$ cat src/rtl/divsqrt_iter_ctrl.sv
// -----------------------------------------------------------------------------
// divsqrt_iter_ctrl
//
// Issue and iteration controller for a shared iterative divide/square-root
// datapath. Several sources (index 0 = FP div/sqrt, index 1 = integer divide)
// compete for the unit. A fixed-priority arbiter picks the lowest-index
// requester, the winner's iteration count is loaded into a step counter, and
// the controller walks IDLE -> BUSY -> DONE -> IDLE. Operations flagged as
// special cases skip BUSY entirely. A zero residual can optionally end the
// iteration early.
//
// Ports
//   clk           in   clock; all state changes on the rising edge
//   reset         in   asynchronous, active-high reset
//   StartE        in   [NSRC]         per-source start request
//   SpecialCaseE  in   [NSRC]         per-source "no iteration needed" flag
//   CyclesE       in   [NSRC*DURLEN]  per-source iteration count, packed
//                                     source i at [i*DURLEN +: DURLEN]
//   WZeroE        in   residual is zero this cycle
//   StallM        in   memory-stage stall (holds DONE, blocks accept)
//   FlushE        in   execute-stage flush (kills operation in flight)
//   IFDivStartE   out  a start is accepted this cycle
//   GrantE        out  [NSRC] one-hot accepted source, zero when no accept
//   FDivBusyE     out  unit occupied (BUSY, or accepting this cycle)
//   FDivDoneE     out  result ready (state DONE)
//   SpecialCaseM  out  special-case flag of the accepted operation
//   SrcM          out  [NSRC] one-hot owner of the accepted operation
//   StepE         out  [DURLEN] step counter (iterations remaining)
//   EarlyTermM    out  last operation finished on a zero residual
// -----------------------------------------------------------------------------
module divsqrt_iter_ctrl #(
  parameter int DURLEN     = 6,
  parameter int NSRC       = 2,
  parameter int EARLY_TERM = 1
) (
  input  logic                     clk,
  input  logic                     reset,
  input  logic [NSRC-1:0]          StartE,
  input  logic [NSRC-1:0]          SpecialCaseE,
  input  logic [NSRC*DURLEN-1:0]   CyclesE,
  input  logic                     WZeroE,
  input  logic                     StallM,
  input  logic                     FlushE,
  output logic                     IFDivStartE,
  output logic [NSRC-1:0]          GrantE,
  output logic                     FDivBusyE,
  output logic                     FDivDoneE,
  output logic                     SpecialCaseM,
  output logic [NSRC-1:0]          SrcM,
  output logic [DURLEN-1:0]        StepE,
  output logic                     EarlyTermM
);

  typedef enum logic [1:0] {
    IDLE = 2'd0,
    BUSY = 2'd1,
    DONE = 2'd2
  } state_t;

  state_t              state_reg, state_next;
  logic [DURLEN-1:0]   step_reg, step_next;
  logic                spec_reg, spec_next;
  logic [NSRC-1:0]     src_reg, src_next;
  logic                early_reg, early_next;

  // ---------------------------------------------------------------------------
  // Fixed-priority arbiter: a source wins only if no lower index is requesting.
  // higher_pending[i] is the OR of all requests below index i.
  // ---------------------------------------------------------------------------
  logic [NSRC-1:0]     higher_pending;
  logic [NSRC-1:0]     grant_raw;
  logic [DURLEN-1:0]   cycles_masked [NSRC];

  assign higher_pending[0] = 1'b0;

  generate
    for (genvar gi = 1; gi < NSRC; gi++) begin : g_prefix
      assign higher_pending[gi] = higher_pending[gi-1] | StartE[gi-1];
    end
  endgenerate

  assign grant_raw = StartE & ~higher_pending;

  // One-hot AND-OR select of the winner's iteration count.
  generate
    for (genvar gi = 0; gi < NSRC; gi++) begin : g_cyc_sel
      assign cycles_masked[gi] = grant_raw[gi] ? CyclesE[gi*DURLEN +: DURLEN]
                                               : '0;
    end
  endgenerate

  logic [DURLEN-1:0]   win_cycles;
  logic                win_special;

  always_comb begin
    win_cycles = '0;
    for (int i = 0; i < NSRC; i++) begin
      win_cycles = win_cycles | cycles_masked[i];
    end
  end

  assign win_special = |(grant_raw & SpecialCaseE);

  // ---------------------------------------------------------------------------
  // Accept. Gated by reset so nothing looks accepted while the unit is held
  // in reset even if a source is requesting.
  // ---------------------------------------------------------------------------
  logic accept;

  assign accept = (|StartE) && (state_reg == IDLE) && !StallM && !FlushE
                  && !reset;

  // ---------------------------------------------------------------------------
  // Iteration bookkeeping.
  // The counter and the state advance on the same edge: the last BUSY cycle is
  // the one whose decrement brings step down to 1, so DONE is entered showing
  // step==1 and the result is ready CyclesE cycles after the accept. A count of
  // 1 still spends one cycle in BUSY and decrements to 0.
  // ---------------------------------------------------------------------------
  logic [DURLEN-1:0] step_dec;
  logic              count_done;
  logic              zero_exit;

  assign step_dec   = (step_reg == '0) ? '0 : step_reg - DURLEN'(1);
  assign count_done = (step_reg <= DURLEN'(2));
  // Early exit only counts as "early" when the count was not finishing anyway.
  assign zero_exit  = (EARLY_TERM != 0) && WZeroE && !count_done;

  // ---------------------------------------------------------------------------
  // Next-state / latched-field logic
  // ---------------------------------------------------------------------------
  always_comb begin
    state_next = state_reg;
    step_next  = step_reg;
    spec_next  = spec_reg;
    src_next   = src_reg;
    early_next = early_reg;

    if (FlushE) begin
      // Flush kills the operation; latched fields and the counter keep their
      // values so downstream can still inspect what was killed.
      state_next = IDLE;
    end else begin
      case (state_reg)
        IDLE: begin
          if (accept) begin
            spec_next  = win_special;
            src_next   = grant_raw;
            early_next = 1'b0;
            step_next  = win_cycles;
            if (win_special || (win_cycles == '0)) begin
              state_next = DONE;
            end else begin
              state_next = BUSY;
            end
          end
        end

        BUSY: begin
          step_next = step_dec;
          if (count_done) begin
            state_next = DONE;
          end else if (zero_exit) begin
            state_next = DONE;
            early_next = 1'b1;
          end
        end

        DONE: begin
          // A request seen during the exit cycle is not taken; it is accepted
          // in the following IDLE cycle if the source keeps asking.
          if (!StallM) begin
            state_next = IDLE;
          end
        end

        default: begin
          state_next = IDLE;
        end
      endcase
    end
  end

  // ---------------------------------------------------------------------------
  // State registers
  // ---------------------------------------------------------------------------
  always_ff @(posedge clk or posedge reset) begin
    if (reset) begin
      state_reg <= IDLE;
      step_reg  <= '0;
      spec_reg  <= 1'b0;
      src_reg   <= '0;
      early_reg <= 1'b0;
    end else begin
      state_reg <= state_next;
      step_reg  <= step_next;
      spec_reg  <= spec_next;
      src_reg   <= src_next;
      early_reg <= early_next;
    end
  end

  // ---------------------------------------------------------------------------
  // Outputs
  // ---------------------------------------------------------------------------
  assign IFDivStartE  = accept;
  assign GrantE       = accept ? grant_raw : '0;
  assign FDivBusyE    = (state_reg == BUSY) || accept;
  assign FDivDoneE    = (state_reg == DONE);
  assign SpecialCaseM = spec_reg;
  assign SrcM         = src_reg;
  assign StepE        = step_reg;
  assign EarlyTermM   = early_reg;

endmodule

$ cat config.mk
export PLATFORM = sky130hd
export DESIGN_NAME = divsqrt_iter_ctrl
export DESIGN_NICKNAME = d
export VERILOG_FILES = /design/src/rtl/divsqrt_iter_ctrl.sv
export SDC_FILE = /design/constraint.sdc
export NUM_CORES = 1
export LEC_CHECK = 0
export ABC_AREA = 0
export CAP_MARGIN = 0
export CORE_MARGIN = 2
export CORE_UTILIZATION = 42
export CTS_CLUSTER_SIZE = 8
export DETAILED_ROUTE_END_ITERATION = 10
export GPL_ROUTABILITY_DRIVEN = 1
export PLACE_DENSITY = 0.86
export SYNTH_ARGS = -nofsm -noshare
export SYNTH_HDL_FRONTEND = slang
export SYNTH_SLANG_ARGS = --single-unit
$ cat constraint.sdc
create_clock -name clk -period 2.5 [get_ports clk]
set_input_delay 0.75 -clock clk [delete_from_list [all_inputs] [get_ports clk]]
set_output_delay 0.75 -clock clk [all_outputs]
set_load 0.03 [all_outputs]
==> results_dict.tcl <==
set metrics [dict create \
    core-area_um2 1960 \
    worstPathRequired_ns 1.75 \
    power_leakage_nw 0.618 \
    largest_register_ffs 6 \
    min_from "SrcM[0]$_DFFE_PP0P_" \
    critPathCaptureType "primary output" \
    hold_viol 0 \
    most-common-layout-cells "clkdlybuf4s50_1 (25), buf_4 (14), dfrtp_1 (12)" \
    cts_tree "yes" \
    rsz0062_at_grt "true" \
    place_area_um2 1330 \
    grt_usage_pct 23.9 \
    grt_pass1_vias 960 \
    cts_buffer_depth 2 \
    area_growth_syn_to_layout_pct 64.9 \
    ys_ff_latch 12 \
    synth_cells 91 \
    stdcell_area_um2 1430 \
    numCtsBuffers 3 \
    grt_max_degree 13 \
    clk_latency_ns 0.30 \
    rows 16 \
    grt_overflow 0 \
    dr.pass1.iters 4 \
    cp_max_fo 6 \
    path_class "input pin to primary output" \
    p_total_mw 0.938 \
    grt_pass1_wl_mm 4.49 \
    r2r_cells 4 \
    period_share_pct 103 \
    mostFrequentLayoutCell "clkdlybuf4s50_1" \
    die_area_um2 2450 \
    synth_edf_count 0 \
    slew_headroom_pct 66.0 \
    drive_above_1_share_pct 27.5 \
    ys_types 43 \
    start_util_pct 44.3 \
    synthArstFlopShare_pct 100 \
    antenna_found_initial 0 \
    arrival_ns 1.82 \
    nets 166 \
    clock-root-buffer "clkbuf_4" \
    cts.htree.levels 1 \
    syn_area_um2 870 \
    tightest_slew_ns 0.510 \
    die_w_um 49.5 \
    drc 0 \
    max_freq_mhz 390 \
    die_height_um 49.5 \
    viasPerCell 5.73 \
    diodes 0 \
    wire_per_inst_um 15.7 \
    setup_tns_ns -0.191 \
    min_to "SrcM[0]$_DFFE_PP0P_" \
    worst_slack_ns -0.0656 \
    r2r-start "StepE[2]$_DFFE_PP0P_" \
    powerDensity_nw_per_um2 654 \
    clock_sinks 12 \
    startpoint_type "input pin" \
    ctsHoldBuffers 0 \
    drtIter0Drc 29 \
    r2r_slack_ns 0.84 \
    vias 968 \
    gp_congestion 0.885 \
    slew_violations 0 \
    hpwl_mm 1.92 \
    ys.flop_type "dfrtp_1" \
    r2r-end "state_reg[1]$_DFFE_PP0P_" \
    portBuffers 35 \
    final-setup-viol-count 4 \
    synth_nets 114 \
    ios 36 \
    violations "negative setup slack" \
    whs_path_depth 1 \
    path_clk_slew_ns 0.09 \
    fin_crit_ns 2.57 \
    postRouteAntennaNets 0 \
    drv_cap 0 \
    ys_seq_area_share_pct 34.5 \
    irDropWorstVdd_v 0.000480 \
    avgSynthCellArea_um2 9.56 \
    status "complete, but fails checks" \
    pre_cts_slack_ns -0.504 \
    hp-class "register to register" \
    num-fill-cells 159 \
    skew_ns 0.00150 \
    yosysWarnings 0 \
    wl_mm 2.65 \
]
## worst max-delay path by stage
stage	end	startpoint	cells past startpoint	slack [ns]
floorplan	GrantE[0]	StallM	3	-0.19
CTS	GrantE[0]	reset	6	-0.07
global placement	GrantE[0]	StallM	5	-0.49
detailed placement	GrantE[0]	StallM	5	-0.50
global route	GrantE[0]	StallM	6	-0.11
finish	GrantE[0]	StallM	6	-0.07
## stage by stage
step | utilization [%] | hold slack, ns | instances
2_1_floorplan | - | 0.597 | 91
3_3_place_gp | 67.5 | 0.485 | 160
3_5_place_dp | 67.5 | 0.499 | 160
4_1_cts | 72.3 | 0.523 | 168
5_1_grt | 73.1 | 0.542 | 169
6_report | 73.1 | 0.522 | 169
## cells in the mapped netlist (2+ instances only)
library cell | count | area share [%]
ha_1 | 2 | 2.9
o41ai_1 | 2 | 2.0
mux2_4 | 2 | 3.5
o21a_1 | 2 | 1.7
o21ai_0 | 5 | 2.9
o22ai_1 | 2 | 1.4
a22oi_1 | 5 | 4.3
dfrtp_1 | 12 | 35
inv_1 | 5 | 2.2
nor2b_1 | 2 | 1.4
o31ai_1 | 5 | 4.3
a21oi_1 | 5 | 2.9
mux2_2 | 2 | 2.6
nand4b_1 | 2 | 2.0
a22o_1 | 2 | 2.0
and2_1 | 2 | 1.4
nand2b_1 | 2 | 1.4
nor2_1 | 5 | 2.2
clkbuf_1 | 3 | 1.3
## cells by family (layout without fill, tap and decap cells)
logic type,count (synthesis),in the layout,synth area share [%]
buffers and inverters,9,60,4.03
flip-flops,12,12,34.5
multiplexers,4,4,6.04
AO/OA/AOI/OAI,36,36,29.1
AND/OR/NAND/NOR,28,28,23.5
adder cells (fa/ha/maj),2,2,2.88
## metal layers
| layer | track usage, % | share of wire (%) | vias up |
|---|---|---|---|
| met5 | 0 | 0 | - |
| met3 | 4.55 | 5.0 | 3 |
| met1 | 29.3 | 42 | 471 |
| met4 | 8.80 | 1.3 | 0 |
| met2 | 41.4 | 51 | 40 |
| li1 | - | - | 454 |
## worst max-delay path, cell delays in order
cell	delay, ns
buf_6	0.09
or3_4	0.38
nor3_4	0.18
buf_6	0.15
and2_4	0.14
buf_6	0.12
## cell type report
| type | instances | area, um2 | share of cell area, % |
|---|---|---|---|
| flip-flops and latches | 12 | 300 | 20.9 |
| inverters | 5 | 18.8 | 1.31 |
| clock buffers | 4 | 36.3 | 2.53 |
| well taps | 27 | 33.8 | 2.36 |
| multi-input cells | 70 | 559 | 39.0 |
| repair buffers | 51 | 485 | 33.9 |
## report_power, final
part	total [mW]	internal, mW	leakage, nW	switching, mW
logic	0.458	0.218	0.446	0.239
clock network	0.174	0.0890	0.0210	0.0850
registers	0.307	0.241	0.151	0.0663
## repair_timing
| item | CTS | global route |
|---|---|---|
| buffers inserted | 4 | 1 |
| pin swaps | 5 | 3 |
| endpoints found under the setup margin | 4 | 5 |
| gates resized for setup | 22 | 2 |
| gates cloned | 0 | 0 |
(Power assumes the default switching activity.)
